**config.mk**
```make
export PLATFORM = sky130hd
export DESIGN_NAME = unidade_muldiv
export DESIGN_NICKNAME = d
export VERILOG_FILES = /design/src/rtl/unidade_muldiv.sv
export SDC_FILE = /design/constraint.sdc
export NUM_CORES = 2
export LEC_CHECK = 0
export CAP_MARGIN = 20
export CORE_ASPECT_RATIO = 0.5
export CORE_MARGIN = 5
export CORE_UTILIZATION = 40
export CTS_CLUSTER_DIAMETER = 80
export DETAILED_ROUTE_END_ITERATION = 10
export PLACE_DENSITY = 0.6
export SKIP_CTS_REPAIR_TIMING = 1
export SLEW_MARGIN = 20
export SYNTH_ARGS = -nofsm -noshare
export SYNTH_HDL_FRONTEND = slang
export SYNTH_SLANG_ARGS = --single-unit
```
**constraint.sdc**
```tcl
create_clock -name clk -period 7 [get_ports clk]
set_input_delay 1.4 -clock clk [delete_from_list [all_inputs] [get_ports clk]]
set_output_delay 1.4 -clock clk [all_outputs]
set_load 0.02 [all_outputs]
```
**src/rtl/unidade_muldiv.sv**
```systemverilog
// Iterative RV64M multiply/divide unit: shift-add multiply and restoring divide, one bit per cycle.
// Operand magnitudes are processed unsigned; the sign is re-applied in FIX.
module unidade_muldiv #(
  parameter int unsigned WIDTH = 64
) (
  input  logic             clk,
  input  logic             Reset,
  input  logic             start,
  input  logic [2:0]       op,
  input  logic [WIDTH-1:0] a,
  input  logic [WIDTH-1:0] b,
  output logic             busy,
  output logic             done,
  output logic [WIDTH-1:0] result
);

  localparam int unsigned CNT_W = $clog2(WIDTH) + 1;
  localparam int unsigned PW    = 2 * WIDTH;
  localparam logic [WIDTH-1:0] MIN_VAL = {1'b1, {(WIDTH-1){1'b0}}};

  typedef enum logic [1:0] {IDLE, CALC, FIX, DONE} state_t;

  state_t           state;
  logic [2:0]       op_r;
  logic [PW-1:0]    prod;
  logic [WIDTH-1:0] rem;
  logic [WIDTH-1:0] quo;
  logic [WIDTH-1:0] opnd_b;
  logic             neg_q;
  logic             neg_r;
  logic             special;
  logic [CNT_W-1:0] cnt;

  logic             sgn_a, sgn_b, a_neg, b_neg, b_zero, ovf, special_c;
  logic [WIDTH-1:0] a_mag, b_mag, spec_val;
  logic [WIDTH:0]   mul_sum, shifted;
  logic             ge;
  logic [PW-1:0]    prod_fix;
  logic [WIDTH-1:0] q_fix, r_fix, fix_val;

  // Operand decode for an incoming request.
  always_comb begin
    sgn_a     = (op == 3'd1) || (op == 3'd2) || (op == 3'd4) || (op == 3'd6);
    sgn_b     = (op == 3'd1) || (op == 3'd4) || (op == 3'd6);
    a_neg     = sgn_a & a[WIDTH-1];
    b_neg     = sgn_b & b[WIDTH-1];
    a_mag     = a_neg ? (~a + WIDTH'(1)) : a;
    b_mag     = b_neg ? (~b + WIDTH'(1)) : b;
    b_zero    = (b == '0);
    ovf       = sgn_b & op[2] & (a == MIN_VAL) & (b == '1);
    special_c = op[2] & (b_zero | ovf);
    spec_val  = '0;
    if (b_zero) spec_val = op[1] ? a : '1;
    else        spec_val = op[1] ? '0 : a;
  end

  // One iteration step for each algorithm.
  always_comb begin
    mul_sum = {1'b0, prod[PW-1:WIDTH]} + (prod[0] ? {1'b0, opnd_b} : '0);
    shifted = {rem, quo[WIDTH-1]};
    ge      = (shifted >= {1'b0, opnd_b});
  end

  // Sign correction and result selection.
  always_comb begin
    prod_fix = neg_q ? (~prod + PW'(1)) : prod;
    q_fix    = neg_q ? (~quo + WIDTH'(1)) : quo;
    r_fix    = neg_r ? (~rem + WIDTH'(1)) : rem;
    fix_val  = '0;
    if (special)          fix_val = quo;
    else if (op_r[2])     fix_val = op_r[1] ? r_fix : q_fix;
    else if (op_r == 3'd0) fix_val = prod_fix[WIDTH-1:0];
    else                  fix_val = prod_fix[PW-1:WIDTH];
  end

  always_ff @(posedge clk) begin
    if (Reset) begin
      state   <= IDLE;
      busy    <= 1'b0;
      done    <= 1'b0;
      result  <= '0;
      op_r    <= '0;
      prod    <= '0;
      rem     <= '0;
      quo     <= '0;
      opnd_b  <= '0;
      neg_q   <= 1'b0;
      neg_r   <= 1'b0;
      special <= 1'b0;
      cnt     <= '0;
    end else begin
      case (state)
        IDLE, DONE: begin
          done <= 1'b0;
          if (start) begin
            op_r    <= op;
            cnt     <= '0;
            busy    <= 1'b1;
            neg_q   <= a_neg ^ b_neg;
            neg_r   <= a_neg;
            prod    <= {WIDTH'(0), a_mag};
            rem     <= '0;
            opnd_b  <= b_mag;
            special <= special_c;
            if (special_c) begin
              quo   <= spec_val;
              state <= FIX;
            end else begin
              quo   <= a_mag;
              state <= CALC;
            end
          end else begin
            state <= IDLE;
          end
        end
        CALC: begin
          cnt <= cnt + CNT_W'(1);
          if (!op_r[2]) begin
            prod <= {mul_sum, prod[WIDTH-1:1]};
          end else begin
            rem <= ge ? WIDTH'(shifted - {1'b0, opnd_b}) : shifted[WIDTH-1:0];
            quo <= {quo[WIDTH-2:0], ge};
          end
          if (cnt == CNT_W'(WIDTH - 1)) state <= FIX;
        end
        FIX: begin
          result <= fix_val;
          busy   <= 1'b0;
          done   <= 1'b1;
          state  <= DONE;
        end
        default: state <= IDLE;
      endcase
    end
  end

endmodule

```
==> results by group <==
Floorplanning
  • Initial core utilization: around 40%
  • Die area: approximately 95000 µm²
  • Die height: 220.2 µm
  • Die width: about 430 µm
  • Top-Level Pins: 200
  • Total core area: between 80000 and 90000 µm²
  • FP Rows: between 70 and 80

Timing
  • RSZ-0062 raised after global routing: no
  • Fin. Hold Viols: 0
  • Setup TNS: 0 ns
  • Min Clock Period, post-route: 5.591 ns
  • Final setup viols: 0
  • Max Clock Freq: around 0.18 GHz
  • Max-slew violations: 0
  • Crit share post-route: roughly four fifths
  • Slew margin rel.: 21.41%
  • Final hold slack: around 0.45 ns
  • Clk_skew: between 0.015 and 0.02 ns
  • Actual slew at the worst max-slew pin: between 1 and 1.5 ns

Setup path
  • CP max FO: 77
  • Reg2reg end: prod[118]$_SDFFE_PP0P_
  • Flop2flop setup slack: 1.86 ns
  • Worst r2r src: prod[0]$_SDFFE_PP0P_
  • Crit Path Category: primary input to flop
  • CP Capture Type: flop
  • Startpoint types: primary input
  • Critical path arrival: ~6.1 ns
  • Worst path required time: approximately 7.5 ns
  • FF-to-FF path depth: 14
  • Worst setup path start: b[15]
  • Last element of the critical path: quo[39]$_SDFFE_PP0P_

Global route
  • Maximum number of pins on one net before global-route repair: around 130
  • Number of global-route vias before repair: 35253
  • Initial antenna violation count: 4
  • Total gr overflow: 0
  • GRT Util Overall: about a third
  • First-pass GRT wire length: approximately 230000 µm

Yosys
  • Cells after Synth: approximately 5000
  • Post-synthesis sequential area ratio: a little under a quarter
  • Synth Net Count: between 5000 and 6000
  • Post-synthesis async set-or-reset flop share: 0%
  • Yosys warns: 0
  • Post-synthesis compound-gate area fraction: slightly below 30%
  • EDFF count, synth: 0
  • Post-synthesis xor/xnor area fraction: between 10% and 20%
  • Synth Area in Adders: under 10%
  • Post-Syn Area: about 35000 µm²
  • Post-Synth Simple-Gate Area: 23.98%
  • Main flop type after synthesis: dfxtp_1
  • Netlist cell types: between 90 and 100
  • Synthesized area per cell: ~7.1 µm²
  • Mux cell area share after synthesis: roughly 1.7%
  • Synthesized flop and latch total: roughly 400
  • Largest family of logic cells by synthesized area: compound AO/OA/AOI/OAI gates

CTS
  • Num Clock Sinks: roughly 400
  • CTS tree: built
  • CTS Root Cell: clkbuf_16
  • Clock-pin slew on the worst setup and hold paths: around 0.060 ns
  • Clock latency on the worst-skew pair: just over 0.6 ns
  • H-tree Lvls: 2
  • CTS max path bufs: 3
  • Clock buffer count from CTS: 45

Run status
  • Status: finished clean

Drt
  • Vias per inst: between 6 and 7
  • DR WL/cell: around 26 µm
  • Number of remaining DRC errors: 0
  • Via Count: roughly 39000
  • First-pass DRT Iterations: 7
  • Post-Route WL: roughly 160000 µm
  • Antenna Violating Nets Remaining: 0
  • 1st-iter DRT viols: roughly 5500

Power
  • Flop pwr share: approximately 28%
  • Comb pwr share: 53.8%
  • Clock power frac: around a fifth
  • Sw Ratio: 51.38%
  • Cell Pwr Density: 364.6 nW/µm²
  • Max IR drop VDD: roughly 0.34 mV
  • Pint: just over 7 mW
  • Psw: 7.447 mW
  • P_leak: 14.80 nW

Cells and area
  • Layout Nets: 5252
  • Share of cells above drive strength 1: 4.691%
  • Syn-to-layout area delta: 12.42%

Placement
  • Port bufs: ~200
  • GP Congestion: 0.9812
  • Hpwl dp: approximately 120000 µm

Hold path
  • Worst min path class: flop to flop

Flow run
  • Number of max-cap violations: 0
-- layer usage --
layer,vias up,part of all wire [%],global-route usage (%)
met2,2067,38,43.91
met4,2,2.8,8.045
met3,254,13,9.176
met1,18785,46,47.86
met5,-,0.0081,0
li1,18179,-,-
-- per-stage QoR --
| stage | power, mW | util [%] | cells | setup slack [ns] | area [µm²] |
|---|---|---|---|---|---|
| 6_report | 14.49 | 45.19 | 6196 | 1.409 | 39750 |
| 2_1_floorplan | 8.662 | - | 5012 | 2.625 | 35360 |
| 3_3_place_gp | 11.39 | 43.36 | 6115 | 1.080 | 38140 |
| 3_5_place_dp | 11.48 | 43.39 | 6116 | 0.9229 | 38160 |
| 4_1_cts | 14.20 | 45.18 | 6195 | 1.542 | 39740 |
| 5_1_grt | 15.19 | 45.19 | 6195 | 1.035 | 39750 |
-- logic make-up after synthesis --
logic type	after synthesis
simple gates	1798
compound gates	1631
buf+inv	493
xor+xnor	434
flops	401
fa+ha+maj	194
mux	61
-- cell usage in the layout (no fill, tap or decap), drive strengths merged, types with 31 or more instances in the layout --
master,n
a21oi,460
buf,72
a21o,59
clkdlybuf4s50,198
a211o,35
nor4,67
a211oi,96
and3,31
a22oi,49
ha,138
or3,54
nor3,136
nand3,85
o211ai,93
nand4,89
o41ai,48
mux2i,55
o21ai,424
dfxtp,401
xor2,209
maj3,54
clkbuf,56
nand2b,51
nor2,496
nand2,634
inv,141
xnor2,225
o22ai,44
o31ai,86
a31oi,40
or4,43
-- final cells by class --
class	count	area, µm²
fillers	8962	48210
multi-input cells	4118	25530
flip-flops and latches	401	8035
repair buffers	270	2592
well taps	1185	1483
clock buffers	56	1247
inverters	142	533.0
clock inverters	23	330.3
diodes	1	2.502
-- sequential cells by signal, indices dropped and copies added, names as in the netlist --
register and cells:
busy 1, cnt 7, done 1, neg_q 1, neg_r 1, op_r 3, opnd_b 64, prod 128
quo 64, rem 64, result 64, special 1, state 2
-- worst max-delay path, stage by stage --
cell and delay [ns]:
clkdlybuf4s50_1 0.51, or4_1 0.65, nor4_1 0.56, nand3_1 0.41, nor4_4 0.95, inv_2 0.32, a21boi_4 0.25, buf_12 0.30
mux2_2 0.38, o211ai_1 0.18, a21oi_1 0.10
-- power groups by stage --
stage | logic, mW | registers, mW | clock network (mW)
floorplan | 5.19 | 3.47 | 0
detailed placement | 7.54 | 3.94 | 0
global placement | 7.47 | 3.93 | 0
global route | 8.37 | 4.02 | 2.81
CTS | 7.58 | 3.90 | 2.72
finish | 7.80 | 3.99 | 2.70
-- cell usage after synthesis (86+ instances only) --
cell type / instances / share of area, %
ha_1: 138 / 4.9
nand4_1: 87 / 1.5
nor2_1: 496 / 5.3
a211oi_1: 96 / 2.0
xnor2_1: 225 / 5.6
a21oi_1: 460 / 6.5
nand2_1: 634 / 6.7
inv_1: 136 / 1.4
dfxtp_1: 401 / 23
o211ai_1: 93 / 2.0
o31ai_1: 86 / 1.8
xor2_1: 209 / 5.2
clkbuf_1: 298 / 3.2
o21ai_0: 411 / 5.8
nor3_1: 132 / 1.9
-- worst min path at each step --
stage	start	to	slack, ns	depth (start not counted)
5_1_grt	opnd_b[27]$_SDFFE_PP0P_	opnd_b[27]$_SDFFE_PP0P_	0.48	2
3_3_place_gp	opnd_b[61]$_SDFFE_PP0P_	opnd_b[61]$_SDFFE_PP0P_	0.44	2
4_1_cts	result[23]$_SDFFE_PP0P_	result[23]$_SDFFE_PP0P_	0.46	2
2_1_floorplan	opnd_b[11]$_SDFFE_PP0P_	opnd_b[11]$_SDFFE_PP0P_	0.43	2
3_5_place_dp	result[23]$_SDFFE_PP0P_	result[23]$_SDFFE_PP0P_	0.45	2
6_report	opnd_b[62]$_SDFFE_PP0P_	opnd_b[62]$_SDFFE_PP0P_	0.45	2
Note: power is estimated with default switching activity, not from simulation.
